`src/rtl/controle_principal_mc.sv`:
```
// Multicycle main control FSM for the 8-bit processor. It sequences fetch, decode,
// execute, memory and writeback, and guards every memory handshake with a watchdog.
module controle_principal_mc #(
    parameter int unsigned WAIT_MAX = 15,
    parameter int unsigned CNT_W    = 4
) (
    input  logic       clock,
    input  logic       reset_n,
    input  logic [7:0] mem_data,
    input  logic       mem_ready,
    input  logic       zero,
    output logic [2:0] opAlu,
    output logic       pc_write,
    output logic [1:0] pc_src,
    output logic       ir_write,
    output logic       mem_read,
    output logic       mem_write,
    output logic       i_or_d,
    output logic       alu_src_a,
    output logic [1:0] alu_src_b,
    output logic       reg_write,
    output logic       mem_to_reg,
    output logic       halted,
    output logic       fault
);

    localparam logic [3:0] OP_AND  = 4'b0000;
    localparam logic [3:0] OP_OR   = 4'b0001;
    localparam logic [3:0] OP_ADD  = 4'b0010;
    localparam logic [3:0] OP_SUB  = 4'b0011;
    localparam logic [3:0] OP_SLT  = 4'b0100;
    localparam logic [3:0] OP_MF   = 4'b0101;
    localparam logic [3:0] OP_LW   = 4'b0110;
    localparam logic [3:0] OP_SW   = 4'b0111;
    localparam logic [3:0] OP_BEQ  = 4'b1000;
    localparam logic [3:0] OP_JMP  = 4'b1001;
    localparam logic [3:0] OP_ADDI = 4'b1010;
    localparam logic [3:0] OP_HALT = 4'b1111;

    localparam logic [2:0] ALU_ADD = 3'b010;
    localparam logic [2:0] ALU_SUB = 3'b011;
    localparam logic [2:0] ALU_MF  = 3'b110;

    localparam logic [CNT_W-1:0] WAIT_LIM = CNT_W'(WAIT_MAX);

    typedef enum logic [3:0] {
        S_FETCH,
        S_DECODE,
        S_EXEC_R,
        S_EXEC_I,
        S_MEM_ADDR,
        S_MEM_RD,
        S_MEM_WR,
        S_WB_MEM,
        S_WB_ALU,
        S_BRANCH,
        S_JUMP,
        S_HALT,
        S_FAULT
    } state_e;

    state_e           state_q, state_d;
    logic [3:0]       op_q, op_d;
    logic [CNT_W-1:0] cnt_q, cnt_d;
    logic             in_mem_wait;
    logic             wait_timeout;

    // Only the opcode nibble of the fetched byte matters to control.
    logic unused_mem_data;
    assign unused_mem_data = ^mem_data[3:0];

    assign in_mem_wait  = (state_q == S_FETCH) || (state_q == S_MEM_RD) || (state_q == S_MEM_WR);
    assign wait_timeout = in_mem_wait && !mem_ready && (cnt_q == WAIT_LIM);

    always_comb begin
        // NOTE: every signal written here gets a default first, so no path can infer a latch.
        state_d = state_q;
        op_d    = op_q;
        cnt_d   = '0;

        if (in_mem_wait && !mem_ready && !wait_timeout) begin
            cnt_d = cnt_q + 1'b1;
        end

        unique case (state_q)
            S_FETCH: begin
                if (mem_ready) begin
                    op_d    = mem_data[7:4];
                    state_d = S_DECODE;
                end else if (wait_timeout) begin
                    state_d = S_FAULT;
                end
            end
            S_DECODE: begin
                unique case (op_q)
                    OP_AND, OP_OR, OP_ADD,
                    OP_SUB, OP_SLT, OP_MF: state_d = S_EXEC_R;
                    OP_ADDI:               state_d = S_EXEC_I;
                    OP_LW, OP_SW:          state_d = S_MEM_ADDR;
                    OP_BEQ:                state_d = S_BRANCH;
                    OP_JMP:                state_d = S_JUMP;
                    OP_HALT:               state_d = S_HALT;
                    default:               state_d = S_FETCH;
                endcase
            end
            S_EXEC_R, S_EXEC_I: state_d = S_WB_ALU;
            S_MEM_ADDR:         state_d = (op_q == OP_SW) ? S_MEM_WR : S_MEM_RD;
            S_MEM_RD: begin
                if (mem_ready) begin
                    state_d = S_WB_MEM;
                end else if (wait_timeout) begin
                    state_d = S_FAULT;
                end
            end
            S_MEM_WR: begin
                if (mem_ready) begin
                    state_d = S_FETCH;
                end else if (wait_timeout) begin
                    state_d = S_FAULT;
                end
            end
            S_WB_MEM, S_WB_ALU,
            S_BRANCH, S_JUMP:   state_d = S_FETCH;
            S_HALT:             state_d = S_HALT;
            S_FAULT:            state_d = S_FAULT;
            default:            state_d = S_FETCH;
        endcase
    end

    always_ff @(posedge clock or negedge reset_n) begin
        // NOTE: registers take non-blocking assignments so every flop samples pre-edge values.
        if (!reset_n) begin
            state_q <= S_FETCH;
            op_q    <= '0;
            cnt_q   <= '0;
        end else begin
            state_q <= state_d;
            op_q    <= op_d;
            cnt_q   <= cnt_d;
        end
    end

    // Decode is gated by reset_n so an in-flight strobe is cut the moment reset asserts.
    always_comb begin
        opAlu      = ALU_ADD;
        pc_write   = 1'b0;
        pc_src     = 2'b00;
        ir_write   = 1'b0;
        mem_read   = 1'b0;
        mem_write  = 1'b0;
        i_or_d     = 1'b0;
        alu_src_a  = 1'b0;
        alu_src_b  = 2'b00;
        reg_write  = 1'b0;
        mem_to_reg = 1'b0;
        halted     = 1'b0;
        fault      = 1'b0;

        if (reset_n) begin
            unique case (state_q)
                S_FETCH: begin
                    mem_read  = 1'b1;
                    alu_src_b = 2'b01;
                    ir_write  = mem_ready;
                    pc_write  = mem_ready;
                end
                S_DECODE: begin
                    alu_src_b = 2'b10;
                end
                S_EXEC_R: begin
                    alu_src_a = 1'b1;
                    opAlu     = (op_q == OP_MF) ? ALU_MF : op_q[2:0];
                end
                S_EXEC_I, S_MEM_ADDR: begin
                    alu_src_a = 1'b1;
                    alu_src_b = 2'b10;
                end
                S_MEM_RD: begin
                    mem_read = 1'b1;
                    i_or_d   = 1'b1;
                end
                S_MEM_WR: begin
                    mem_write = 1'b1;
                    i_or_d    = 1'b1;
                end
                S_WB_MEM: begin
                    reg_write  = 1'b1;
                    mem_to_reg = 1'b1;
                end
                S_WB_ALU: begin
                    reg_write = 1'b1;
                end
                S_BRANCH: begin
                    alu_src_a = 1'b1;
                    opAlu     = ALU_SUB;
                    pc_src    = 2'b01;
                    pc_write  = zero;
                end
                S_JUMP: begin
                    pc_src   = 2'b10;
                    pc_write = 1'b1;
                end
                S_HALT:  halted = 1'b1;
                S_FAULT: fault  = 1'b1;
                default: ;
            endcase
        end
    end

endmodule

```
`config.mk`:
```
export PLATFORM = sky130hd
export DESIGN_NAME = controle_principal_mc
export DESIGN_NICKNAME = d
export VERILOG_FILES = /design/src/rtl/controle_principal_mc.sv
export SDC_FILE = /design/constraint.sdc
export NUM_CORES = 1
export LEC_CHECK = 0
export ABC_AREA = 1
export CAP_MARGIN = 0
export CORE_MARGIN = 2
export CORE_UTILIZATION = 45
export CTS_BUF_LIST = sky130_fd_sc_hd__clkbuf_16
export CTS_CLUSTER_DIAMETER = 40
export DETAILED_ROUTE_END_ITERATION = 6
export GPL_TIMING_DRIVEN = 0
export PLACE_DENSITY_LB_ADDON = 0.08
export SYNTH_ARGS = -nofsm -noshare
export SYNTH_HDL_FRONTEND = slang
export SYNTH_SLANG_ARGS = --single-unit
```
`constraint.sdc`:
```
create_clock -name clock -period 1.45 [get_ports clock]
set_input_delay 0.29 -clock clock [delete_from_list [all_inputs] [get_ports clock]]
set_output_delay 0.29 -clock clock [all_outputs]
set_load 0.005 [all_outputs]
```
==> run summary, run 1 <==
Die X = 49.3 µm
DRT antenna net count = 0
Final core utilization = 94.0%
Warnings from Yosys = 0
Slew Viols, Final = 0
Top_reg_cell synth = dfrtp_1
Critical Path RT = 1160 ps
Synth area leader = dfrtp_1
Layout cells sized above 1 = 59.2%
Gr usage total = 29.7%
Sequential area share after synthesis = 32.5%
Worst VDD drop = 1.61 mV
DP HPWL = 1750 µm
Clock latency on the worst-skew pair = 250 ps
Max-slew headroom = 61.6%
Crit end category = output pin
Syn Std Cell Area = 923 µm²
#FFs+latches synth = 12
Critical Path AT = 1650 ps
# IOs = 29
Max Cap Viol = 0
Number of synthesized flops with an enable pin = 0
Netlist cell types = 23
Tmin final = 1940 ps
R2R setup slack = -140 ps
DR WL/cell = 22.1 µm
Lkg Pwr = 0.917 nW
Core Region = 1940 µm²
Largest net degree at the start of global routing = 13
Die H = 49.3 µm
Critical Path Slowest Stage Cell = dfrtp_2
Vias in the first global route = 1147
Syn Area/Cell = 6.84 µm²
Synth top area share = 32.5%
Footprint of the multi-input gates = 792 µm²
GPL Wtd Cong = 0.870
Area growth, synth to finish = 97.7%
Antenna diodes = 0
RSZ-0062 raised after global routing = true
Drt first-iter violations = 87
Most frequent cells in the layout = 21 x buf_4, 19 x nand2_1, 17 x buf_6
# rows = 16
DR vias = 1370
Post-synthesis instance total = 135
Fillers = 52
CTS Buf Count = 3
CTS sink cnt = 12
Pwr/cell area = 2140 nW/µm²
Total die area = 2430 µm²
Global-route wire length before repair = 5450 µm
Worst-Margin Slew = 574 ps
GRT Residual Overflow = 0
CP Launch Type = flop
Crit-path most repeated cell = buf_6
Place WS = -1370 ps
Failing checks = negative setup slack
PortBufs = 24
Layout net count = 217
Clock Skew = 7.17 ps
Type of the tightest min-delay check = reg2reg
# H-tree levels = 1
Vias per cell = 6.01
Commonest non-fill, non-tap cell in the layout = buf_4
Ys async rst share = 100%
Register area = 305 µm²
WS Path Type = reg2out
Root Buffer = clkbuf_16
Pre-antenna DRT Iters = 5
Total Wirelength = 5040 µm
Final setup vio count = 25
Starting Density = 47.6%
Hold Slack = 493 ps
Fin. Hold Viols = 0
Worst-path maximum fanout = 4
Max Clk Rate = 515 MHz
Syn nets = 150
Worst-path clk slew = 50 ps
Status = finished with violations
CTS tree = built
Crit path cell chain = buf_6 > nor2_4 > buf_6 > nand4_1 > a21oi_1 > buf_2
Worst Setup Slack, final = -492 ps
Tcrit/Tclk final = 134%
CP max stage delay = 450 ps
Clock tree buffer depth = 2
Drt drc = 0
Largest cells by area after synthesis = dfrtp_1 33%, nand2_1 12%, nor2_1 8.9%, inv_1 6.9%, nor2_4 6.1%
Initial antenna violation count = 0
[sequential cells by signal, indices dropped and copies added (netlist names)]
name     count
state_q      4
op_q         4
cnt_q        4
[critical path: cells and delay by family (launching register included)]
| kind | cells | cell delay [ps] |
|---|---|---|
| buffers and inverters | 3 | 460 |
| DFF | 1 | 450 |
| and+or+nand+nor | 2 | 280 |
| AOI/OAI and AO/OA | 1 | 210 |
[metrics by stage]
step | setup TNS [ps] | std cells | total power (W) | area [µm²]
6_report | -5960 | 228 | 0.00391 | 1830
2_1_floorplan | 0 | 135 | 0.00138 | 923
3_3_place_gp | -20250 | 186 | 0.00172 | 1200
4_1_cts | -3180 | 221 | 0.00310 | 1590
3_5_place_dp | -20860 | 186 | 0.00176 | 1200
5_1_grt | -6500 | 228 | 0.00402 | 1830
[synthesized netlist by cell type, types with 2 or more instances]
cell type / n
inv_2: 3
nand2_2: 3
o211ai_1: 2
nand4_1: 2
nand2_1: 29
inv_1: 17
o21ai_0: 2
nor2_4: 5
ha_1: 3
dfrtp_1: 12
nor2_1: 22
nor3_1: 4
a21oi_1: 11
nand3_2: 2
nand3_1: 10
[cells by family after synthesis]
| family | share of synthesized area (%) |
|---|---|
| buffers and inverters | 8.54 |
| flip-flops | 32.5 |
| AO/OA/AOI/OAI | 10.4 |
| adder cells (fa/ha/maj) | 4.07 |
| AND/OR/NAND/NOR | 42.5 |
| XOR/XNOR | 1.90 |
[metal layers]
layer | GRT usage [%] | routed length [µm] | share of wire, % | up-vias
met5 | 0 | 0 | 0 | -
met4 | 10.5 | 447 | 8.9 | 0
met3 | 4.60 | 566 | 11 | 48
met2 | 51.8 | 2320 | 46 | 140
met1 | 36.9 | 1710 | 34 | 612
li1 | - | - | - | 570
[what timing repair did]
item	in CTS	in global routing
pin swaps	22	25
resized for setup	124	46
setup endpoints to repair	17	29
hold buffers	1	0
buffers inserted	30	8
endpoints found under the hold margin	12	0
[report_power, final]
part	switching (W)	leakage [nW]	total, W	internal, W
registers	0.000194	0.146	0.000656	0.000462
clock network	0.000161	0.0385	0.000526	0.000365
logic	0.00154	0.732	0.00273	0.00118
total	0.00190	0.917	0.00391	0.00201
[final timing paths]
kind,from,endpoint,depth (start not counted)
max,state_q[2],opAlu[0],6
min,cnt_q[0],cnt_q[0],1
max reg2reg,state_q[1],state_q[2],10
min reg2reg,cnt_q[0],cnt_q[0],1
max in group asynchronous,reset_n,state_q[2],2
min in group asynchronous,reset_n,state_q[3],2
[cell type report]
type	count	area share [%]
clock inverters	1	0.206
repair buffers	62	27.8
multi-input cells	102	43.4
clock buffers	3	4.11
plain buffers	1	0.274
flip-flops and latches	12	16.7
well taps	27	1.85
inverters	20	5.69
Power figures use the tool's default switching activity.
==> run 2, diff against run 1 <==
Settings changed: CAP_MARGIN 0 to 20.
==> results of run 2 <==
Final layout, timing and power as in run 1 (identical DEF).
